<file path="src/rtl/pc_sequencer_if.sv">
`default_nettype none
// ============================================================================
// Module   : pc_sequencer_if
// Purpose  : Hazard/decode inputs and fetch-control outputs of pc_sequencer.
// Revision : 1.0 - initial release
// ============================================================================
interface pc_sequencer_if;
    logic       intr;
    logic       jump_D;
    logic       ret_D;
    logic       branch_E;
    logic       stall_D;
    logic       pop_valid;
    logic       pc_enb;
    logic       flush;
    logic [1:0] jump_sel;
    logic [1:0] pop_l_h;
    logic       int_ack;
    logic       busy;
    logic       seq_err;

    modport master (
        output intr, jump_D, ret_D, branch_E, stall_D, pop_valid,
        input  pc_enb, flush, jump_sel, pop_l_h, int_ack, busy, seq_err
    );

    modport slave (
        input  intr, jump_D, ret_D, branch_E, stall_D, pop_valid,
        output pc_enb, flush, jump_sel, pop_l_h, int_ack, busy, seq_err
    );
endinterface
`default_nettype wire

</file>
<file path="src/rtl/pc_sequencer.sv">
`default_nettype none
// ============================================================================
// Module   : pc_sequencer
// Purpose  : Fetch-control FSM for jump/call, RET/RTI pops and interrupt entry.
//            Optional return-pop timeout enabled by macro PC_SEQ_TIMEOUT_EN.
// Revision : 1.0 - initial release
// ============================================================================
module pc_sequencer #(
    parameter int DRAIN_CYCLES = 3,
    parameter int CNT_W        = 4,
    parameter int RET_TIMEOUT  = 12
) (
    input  logic           clk,
    input  logic           rst,
    pc_sequencer_if.slave  ctl
);

    typedef enum logic [2:0] {
        ST_IDLE      = 3'd0,
        ST_RET_H     = 3'd1,
        ST_RET_L     = 3'd2,
        ST_RET_GO    = 3'd3,
        ST_INT_DRAIN = 3'd4,
        ST_INT_GO    = 3'd5
    } state_t;

    localparam logic [CNT_W-1:0] c_DRAIN_LOAD = CNT_W'(DRAIN_CYCLES - 1);

    state_t           r_state;
    state_t           w_state_nxt;
    logic [CNT_W-1:0] r_cnt;
    logic [CNT_W-1:0] w_cnt_nxt;
    logic             r_int_pend;
    logic             w_pc_enb;
    logic             w_flush;
    logic [1:0]       w_jump_sel;
    logic [1:0]       w_pop_l_h;
    logic             w_int_ack;

`ifdef PC_SEQ_TIMEOUT_EN
    localparam logic [CNT_W-1:0] c_TMO_LAST = CNT_W'(RET_TIMEOUT - 1);

    logic [CNT_W-1:0] r_tmo;
    logic             r_seq_err;
    logic             w_in_ret;
    logic             w_tmo_hit;
    logic             w_tmo_fire;

    assign w_in_ret   = (r_state == ST_RET_H) || (r_state == ST_RET_L);
    assign w_tmo_hit  = (r_tmo == c_TMO_LAST);
    assign w_tmo_fire = w_in_ret && (w_state_nxt == ST_INT_GO);

    // Counter restarts on every pop; it stays at 0 outside the RET wait states.
    always_ff @(posedge clk) begin
        if (rst) begin
            r_tmo     <= '0;
            r_seq_err <= 1'b0;
        end else begin
            if (w_in_ret && !ctl.pop_valid && (w_state_nxt == r_state))
                r_tmo <= r_tmo + 1'b1;
            else
                r_tmo <= '0;
            if (w_tmo_fire)
                r_seq_err <= 1'b1;
        end
    end

    assign ctl.seq_err = r_seq_err;
`else
    logic w_unused_tmo;
    assign w_unused_tmo = ^RET_TIMEOUT;
    assign ctl.seq_err  = 1'b0;
`endif

    always_ff @(posedge clk) begin
        if (rst) begin
            r_state    <= ST_IDLE;
            r_cnt      <= '0;
            r_int_pend <= 1'b0;
        end else begin
            r_state <= w_state_nxt;
            r_cnt   <= w_cnt_nxt;
            if (r_state == ST_INT_GO)
                r_int_pend <= 1'b0;
            else if (ctl.intr)
                r_int_pend <= 1'b1;
        end
    end

    always_comb begin
        w_state_nxt = r_state;
        w_cnt_nxt   = r_cnt;
        w_pc_enb    = 1'b0;
        w_flush     = 1'b1;
        w_jump_sel  = 2'b00;
        w_pop_l_h   = 2'b00;
        w_int_ack   = 1'b0;
        case (r_state)
            ST_IDLE: begin
                // A taken branch in E makes anything decoded in D wrong-path.
                if (ctl.branch_E) begin
                    w_pc_enb = 1'b1;
                    w_flush  = 1'b0;
                end else if (r_int_pend || ctl.intr) begin
                    w_state_nxt = ST_INT_DRAIN;
                    w_cnt_nxt   = c_DRAIN_LOAD;
                end else if (ctl.ret_D) begin
                    w_state_nxt = ST_RET_H;
                end else if (ctl.jump_D) begin
                    w_pc_enb   = 1'b1;
                    w_jump_sel = 2'b01;
                end else if (ctl.stall_D) begin
                    w_flush = 1'b0;
                end else begin
                    w_pc_enb = 1'b1;
                    w_flush  = 1'b0;
                end
            end
            ST_RET_H: begin
                if (ctl.pop_valid) begin
                    w_pop_l_h   = 2'b10;
                    w_state_nxt = ST_RET_L;
                end else if (ctl.branch_E) begin
                    w_state_nxt = ST_IDLE;
                end
`ifdef PC_SEQ_TIMEOUT_EN
                else if (w_tmo_hit) begin
                    w_state_nxt = ST_INT_GO;
                end
`endif
            end
            ST_RET_L: begin
                if (ctl.pop_valid) begin
                    w_pop_l_h   = 2'b11;
                    w_state_nxt = ST_RET_GO;
                end
`ifdef PC_SEQ_TIMEOUT_EN
                else if (w_tmo_hit) begin
                    w_state_nxt = ST_INT_GO;
                end
`endif
            end
            ST_RET_GO: begin
                w_pc_enb    = 1'b1;
                w_jump_sel  = 2'b11;
                w_state_nxt = ST_IDLE;
            end
            ST_INT_DRAIN: begin
                if (r_cnt == '0)
                    w_state_nxt = ST_INT_GO;
                else
                    w_cnt_nxt = r_cnt - 1'b1;
            end
            ST_INT_GO: begin
                w_pc_enb    = 1'b1;
                w_jump_sel  = 2'b10;
                w_int_ack   = 1'b1;
                w_state_nxt = ST_IDLE;
            end
            default: begin
                w_state_nxt = ST_IDLE;
            end
        endcase
    end

    assign ctl.pc_enb   = rst ? 1'b0  : w_pc_enb;
    assign ctl.flush    = rst ? 1'b1  : w_flush;
    assign ctl.jump_sel = rst ? 2'b00 : w_jump_sel;
    assign ctl.pop_l_h  = rst ? 2'b00 : w_pop_l_h;
    assign ctl.int_ack  = rst ? 1'b0  : w_int_ack;
    assign ctl.busy     = rst ? 1'b0  : (r_state != ST_IDLE);

endmodule
`default_nettype wire

</file>
<file path="src/flat_wrapper.sv">
// flat-port wrapper written by rule: the top's interface ports become plain ports
module pc_sequencer_flat 
#(
    parameter int DRAIN_CYCLES = 3,
    parameter int CNT_W        = 4,
    parameter int RET_TIMEOUT  = 12
)
  (clk, rst, ctl_intr, ctl_jump_D, ctl_ret_D, ctl_branch_E, ctl_stall_D, ctl_pop_valid, ctl_pc_enb, ctl_flush, ctl_jump_sel, ctl_pop_l_h, ctl_int_ack, ctl_busy, ctl_seq_err);
  pc_sequencer_if ctl_i ();
  input  logic clk;
  input  logic rst;
  input wire logic [$bits(ctl_i.intr)-1:0] ctl_intr;
  input wire logic [$bits(ctl_i.jump_D)-1:0] ctl_jump_D;
  input wire logic [$bits(ctl_i.ret_D)-1:0] ctl_ret_D;
  input wire logic [$bits(ctl_i.branch_E)-1:0] ctl_branch_E;
  input wire logic [$bits(ctl_i.stall_D)-1:0] ctl_stall_D;
  input wire logic [$bits(ctl_i.pop_valid)-1:0] ctl_pop_valid;
  output wire logic [$bits(ctl_i.pc_enb)-1:0] ctl_pc_enb;
  output wire logic [$bits(ctl_i.flush)-1:0] ctl_flush;
  output wire logic [$bits(ctl_i.jump_sel)-1:0] ctl_jump_sel;
  output wire logic [$bits(ctl_i.pop_l_h)-1:0] ctl_pop_l_h;
  output wire logic [$bits(ctl_i.int_ack)-1:0] ctl_int_ack;
  output wire logic [$bits(ctl_i.busy)-1:0] ctl_busy;
  output wire logic [$bits(ctl_i.seq_err)-1:0] ctl_seq_err;
  assign ctl_i.intr = ctl_intr;
  assign ctl_i.jump_D = ctl_jump_D;
  assign ctl_i.ret_D = ctl_ret_D;
  assign ctl_i.branch_E = ctl_branch_E;
  assign ctl_i.stall_D = ctl_stall_D;
  assign ctl_i.pop_valid = ctl_pop_valid;
  assign ctl_pc_enb = ctl_i.pc_enb;
  assign ctl_flush = ctl_i.flush;
  assign ctl_jump_sel = ctl_i.jump_sel;
  assign ctl_pop_l_h = ctl_i.pop_l_h;
  assign ctl_int_ack = ctl_i.int_ack;
  assign ctl_busy = ctl_i.busy;
  assign ctl_seq_err = ctl_i.seq_err;
  pc_sequencer #(.DRAIN_CYCLES(DRAIN_CYCLES), .CNT_W(CNT_W), .RET_TIMEOUT(RET_TIMEOUT)) u_core (.clk(clk), .rst(rst), .ctl(ctl_i));
endmodule
</file>
<file path="config.mk">
export PLATFORM = sky130hd
export DESIGN_NAME = pc_sequencer_flat
export DESIGN_NICKNAME = d
export VERILOG_FILES = /design/src/rtl/pc_sequencer_if.sv /design/src/rtl/pc_sequencer.sv /design/src/flat_wrapper.sv
export SDC_FILE = /design/constraint.sdc
export NUM_CORES = 1
export LEC_CHECK = 0
export CORE_UTILIZATION = 51
export CTS_CLUSTER_DIAMETER = 80
export DETAILED_ROUTE_END_ITERATION = 7
export GPL_ROUTABILITY_DRIVEN = 0
export HOLD_SLACK_MARGIN = 0.08
export PLACE_DENSITY = 0.84
export SLEW_MARGIN = 15
export SYNTH_ARGS = -nofsm -noshare
export SYNTH_HDL_FRONTEND = slang
export SYNTH_SLANG_ARGS = --single-unit
</file>
<file path="constraint.sdc">
create_clock -name clk -period 2.8 [get_ports clk]
set_input_delay 0.56 -clock clk [delete_from_list [all_inputs] [get_ports clk]]
set_output_delay 0.56 -clock clk [all_outputs]
set_load 0.005 [all_outputs]
</file>
Yosys cells after proc, flatten, opt, wreduce, memory -nomap -nowiden
Cells that the tools add are included.
Storage, ports and cells
  register bits after elaboration: 8
  input bits: 8
  output and inout bits: 9
  word-level logic and storage cells: 63
Operators by class
  $add $sub $neg: 1
  equal/unequal tests: 12
  multiplexer cells: 38
  reductions and logical operators: 9
Operator list (count)
  3-bit two-way mux: 7
  1-bit two-way mux: 16
  2-bit two-way mux: 7
  4-bit two-way mux: 3
  3-bit case mux with 4 select lines: 1
  4-bit case mux with 2 select lines: 1
  3-bit by 2-bit equality test with 1-bit output, second input constant: 2
  3-bit equality test, second input constant: 2
  2-bit != test, second input constant: 3
  2-bit case mux with 3 select lines: 1
  5-bit AND reduction: 1
  4-bit zero test: 1
  2-bit by 1-bit != test with 1-bit output, second input constant: 2
  2-bit case mux with 2 select lines: 1
  4-bit AND reduction: 1
  2-bit OR reduction: 2
  4-bit by 1-bit subtractor with 4-bit output, second input constant: 1
  3-bit by 1-bit equality test with 1-bit output, second input constant: 1
  3-bit zero test: 1
  3-bit by 2-bit != test with 1-bit output, second input constant: 1
  3-bit != test, second input constant: 1
  3-bit nonzero test: 1
  1-bit case mux with 2 select lines: 1
  2-bit nonzero test: 1
  1-bit logical OR: 1

Longest topological paths before layout
Gate-level depths: netlist of run 1.
  word-level depth: 7
  gate-level depth with buffers: 6
  gate-level depth less buffers: 6

Least setup slack after synthesis of run 1
No wires, ideal clock.
  kind: input-to-output
  start: input ctl_intr
  end: output ctl_jump_sel[0]
  arrival time: 1.254 ns
  required time: 2.240 ns
  slack: 0.986 ns
  cell stages on the path: 4
  path through: or2_1 nor3_1 a32oi_1 nor3_1
On the way
  cells in the longest elaborated chain, start to end: 5
Ends and longest elaborated chain
  start, declared: RTL line flat_wrapper.sv:12  | input wire logic [$bits(ctl_i.intr)-1:0] ctl_intr;
  1-bit logical OR: RTL line pc_sequencer.sv:104  | end else if (r_int_pend || ctl.intr) begin
  2-bit two-way mux: RTL line pc_sequencer.sv:104
  2-bit two-way mux: RTL line pc_sequencer.sv:101  | if (ctl.branch_E) begin
  2-bit case mux with 3 select lines: RTL line pc_sequencer.sv:98  | case (r_state)
  2-bit two-way mux: RTL line pc_sequencer.sv:168  | assign ctl.jump_sel = rst ? 2'b00 : w_jump_sel;
  end, declared: RTL line flat_wrapper.sv:20  | output wire logic [$bits(ctl_i.jump_sel)-1:0] ctl_jump_sel;
Every way passes these cells.

Worst setup path in the final report of run 1
  start: input ctl_branch_E
  end: output ctl_pc_enb
On the way
  cells in the longest elaborated chain, start to end: 3
Ends and longest elaborated chain
  start, declared: RTL line flat_wrapper.sv:15  | input wire logic [$bits(ctl_i.branch_E)-1:0] ctl_branch_E;
  1-bit two-way mux: RTL line pc_sequencer.sv:101
  1-bit case mux with 2 select lines: RTL line pc_sequencer.sv:98
  1-bit two-way mux: RTL line pc_sequencer.sv:166  | assign ctl.pc_enb = rst ? 1'b0 : w_pc_enb;
  end, declared: RTL line flat_wrapper.sv:18  | output wire logic [$bits(ctl_i.pc_enb)-1:0] ctl_pc_enb;
Every way passes these cells.

==> results of run 1 <==
[synth_stat cells, drive strengths merged]
cell and number:
dfxtp 8, xnor2 2, a21oi 4, or3b 1, o211ai 2, a32oi 3
o21ai 2, a221oi 1, nor2b 3, nor3b 3, a211oi 2, nand3 3
or2 2, xor2 1, nand2b 3, a31oi 1, a21boi 1, o32a 1
nor3 8, buf 4, ha 1, clkbuf 1, and3 1, inv 5
conb 1, nor2 10, nand2 5, a2bb2oi 1, nor4 1, o31a 1
o22a 1
[routing by layer]
layer / share of wire / vias to the layer above / routed length (um)
met5: 0 / - / 0
met4: 0.026 / 0 / 37
met3: 0.041 / 4 / 60
met2: 0.46 / 14 / 661
met1: 0.48 / 298 / 690
li1: - / 338 / -
[critical path: cells and delay by family]
kind / cells / cell delay, ns
AOI/OAI and AO/OA: 3 / 0.42
buffers and inverters: 2 / 1.00
and+or+nand+nor: 1 / 0.19
[final cells by class]
type                    instances  share of cell area
clock buffers                   3              0.0254
inverters                       5              0.0212
multi-input cells              65               0.532
flip-flops and latches          8               0.181
well taps                      14              0.0198
repair buffers                 21               0.220
[cell usage in the layout (no fill, tap or decap), drive strengths merged]
cell type      Yosys  routed
ha                 1       1
a21boi             1       1
o22a               1       1
and3               1       1
buf                4       6
or2                2       2
nor2b              3       3
nand3              3       3
conb               1       1
clkdlybuf4s50      0      15
xnor2              2       2
a21oi              4       4
a211oi             2       2
nand2              5       5
nor4               1       1
dfxtp              8       8
o32a               1       1
nor3               8       8
nor2              10      10
a2bb2oi            1       1
clkbuf             1       3
a221oi             1       1
nand2b             3       3
o21ai              2       2
nor3b              3       3
a31oi              1       1
a32oi              3       3
or3b               1       1
inv                5       5
xor2               1       1
o211ai             2       2
o31a               1       1
[flip-flops by register name, indices dropped and copies added (netlist names)]
signal,cells
u_core.r_cnt,4
u_core.r_state,3
u_core.r_int_pend,1
[report_power, final]
group,internal (uW),switching [uW]
Sequential,138,53.3
Combinational,168,146
Clock,49.3,42.8
[worst max-delay path by stage]
| stage | start | slack [ns] | endpoint | cells after the start |
|---|---|---|---|---|
| after floorplan | ctl_intr | 0.99 | ctl_jump_sel[0] | 4 |
| after global placement | ctl_intr | 0.11 | ctl_jump_sel[0] | 6 |
| after detailed placement | ctl_intr | 0.08 | ctl_jump_sel[0] | 6 |
| after CTS | ctl_intr | 0.08 | ctl_jump_sel[0] | 6 |
| after global routing | ctl_branch_E | 0.006 | ctl_pc_enb | 6 |
| final | ctl_branch_E | 0.08 | ctl_pc_enb | 6 |
[through the flow]
step / worst slack [ns] / utilization / cells / hold WS (ns) / power [uW]
floorplan: 0.986 / - / 83 / 0.473 / 430
global placement: 0.107 / 0.733 / 113 / 0.483 / 499
detailed placement: 0.0766 / 0.733 / 113 / 0.503 / 507
CTS: 0.0790 / 0.752 / 116 / 0.510 / 602
global route: 0.00579 / 0.756 / 116 / 0.542 / 641
finish: 0.0775 / 0.756 / 116 / 0.507 / 598
[cells by family (layout without fill, tap and decap cells)]
group / count (synthesis) / in the layout / share of synthesized area
AO/OA/AOI/OAI: 20 / 20 / 0.259
adder cells (fa/ha/maj): 1 / 1 / 0.0184
flip-flops: 8 / 8 / 0.235
buffers and inverters: 10 / 29 / 0.0790
other: 1 / 1 / 0.00551
XOR/XNOR: 3 / 3 / 0.0386
AND/OR/NAND/NOR: 40 / 40 / 0.364
==> impl_metrics.csv, run 1 <==
group,metric,value,unit
run_status,run_status,"completed",
finish,antennaDiodeCount,0,
clocking,cts_buffer_depth,2,
drt,ant_nets,0,
finish,drive_gt1_frac,0.225,
clocking,post_cts_resize_count,0,
synth,synth_top_cells_by_area,"sky130_fd_sc_hd__dfxtp_1 24%, sky130_fd_sc_hd__nor2_1 4.4%, sky130_fd_sc_hd__a32oi_4 4.0%",
die,core_region_area,1170,sq um
die,initial_utilization,0.581,
critical_path,crit_path_max_fanout,2,
timing,max_slew.worst_pin.slew,0.553,ns
die,die_h,38.5,um
clocking,postCtsHoldBufs,0,
critical_path,reg2reg_setup_slack,1.20,ns
critical_path,timing.critical_path.from_type,"primary input",
worst_hold_path,holdCritPathClass,"flop to flop",
die,area_of_the_die,1480,sq um
timing,setup_tns,0,ns
drt,first_pass_iters,4,
synth,synth_area_leader_cell,"sky130_fd_sc_hd__dfxtp_1",
finish,fin_area,886,sq um
synth,yosysSeqAreaShare,0.235,
critical_path,required_time_of_the_worst_setup_path,2.24,ns
drt,drc_errors,0,
drt,num_vias,654,
clocking,cts_bufs_inserted,3,
finish,flow.area_growth_from_synthesis,30.1,%
grt,largest_net_degree_at_the_start_of_global_routing,16,
pwr,total_leakage_power,0.000309,uW
synth,synthDominantCellAreaShare,0.235,
clocking,tritoncts,"done",
drt,via_per_inst,5.64,
grt,grt_antenna_before_repair,0,
drt,post_detailed_routing_wire_length,1450,um
critical_path,r2r_start,"u_core.r_state[2]",
worst_hold_path,hold_path_depth,2,
critical_path,setup.worst_path.class,"primary input to output pin",
clocking,clkLatencyLatePin,0.27,ns
synth,yosys_register_bits,8,
synth,synth_warnings,0,
finish,final-seq-area,160,sq um
timing,grt_setup_unrepaired,"no",
pwr,vdd_ir_drop_max,420,uV
timing,period_needed,2.72,ns
timing,timing.final.max_slew_violations,0,
clocking,path_clk_slew,0.05,ns
placement,dpl-instance-area,858,sq um
critical_path,cp_arrival,2.16,ns
die,design.portCount,17,
worst_hold_path,holdPathEnd,"u_core.r_cnt[1]",
timing,max_slew_margin,0.631,
critical_path,slowest_library_cell_on_the_worst_path,"sky130_fd_sc_hd__clkdlybuf4s50_1",
grt,track_usage,0.240,
worst_hold_path,hold_path.startpoint,"u_core.r_cnt[1]",
die,die_w,38.5,um
grt,gr-usage-met1,0.311,
clocking,cts_max_level,1,
drt,drt-wirelength-per-cell,12.5,um
grt,number_of_global_route_vias_before_repair,539,
clocking,post-cts-setup-buffer-count,0,
finish,multi_input_comb_area,472,sq um
critical_path,crit_path_max_incr_delay,0.52,ns
synth,postSynthNetCount,92,
synth,mean_syn_cell_area,8.20,sq um
critical_path,r2r_cells,4,
grt,groute.layer.met3.usage,0.105,
critical_path,critical_path.reg2reg.endpoint,"u_core.r_cnt[3]",
flow_run,maxCapViolations,0,
drt,initialDrtViolationCount,14,
grt,grtUsageMet2,0.317,
timing,fin_crit_sh,0.972,
synth,ys_types,42,
pwr,power_density,675,nW/um^2
grt,wire_length_of_the_first_global_routing_pass,2290,um
grt,grt_busiest_layer,"met2",
clocking,clock_sink_count,8,
timing,fmax,0.367,GHz
clocking,root_buffer,"sky130_fd_sc_hd__clkbuf_4",
timing,final_hold_violations,0,
synth,netlist_area,681,sq um
finish,layout.nets,113,
critical_path,worstSetupEndpointType,"output pin",
critical_path,crit_path_cell_trace,"clkdlybuf4s50_1 -> nor3b_1 -> a21oi_1 -> o22a_1 -> a21oi_1 -> clkdlybuf4s50_1",
finish,fillerInstances,88,
timing,timing.clock.skew,0.00895,ns
grt,overflow,0,
timing,setup-violations-final,0,
die,num_rows,12,
placement,hpwlAfterDp,1110,um
placement,io_buffer_count,15,
synth,post_synth_inst_count,83,
Power figures use the tool's default switching activity.
==> run 2, diff against run 1 <==
--- a/config.mk
+++ b/config.mk
@@ -7,6 +7,7 @@
 export LEC_CHECK = 0
 export CORE_UTILIZATION = 51
 export CTS_CLUSTER_DIAMETER = 80
+export CTS_CLUSTER_SIZE = 40
 export DETAILED_ROUTE_END_ITERATION = 7
 export GPL_ROUTABILITY_DRIVEN = 0
 export HOLD_SLACK_MARGIN = 0.08
==> results of run 2 <==
The final DEF is identical to that of run 1; final timing and power are the same.
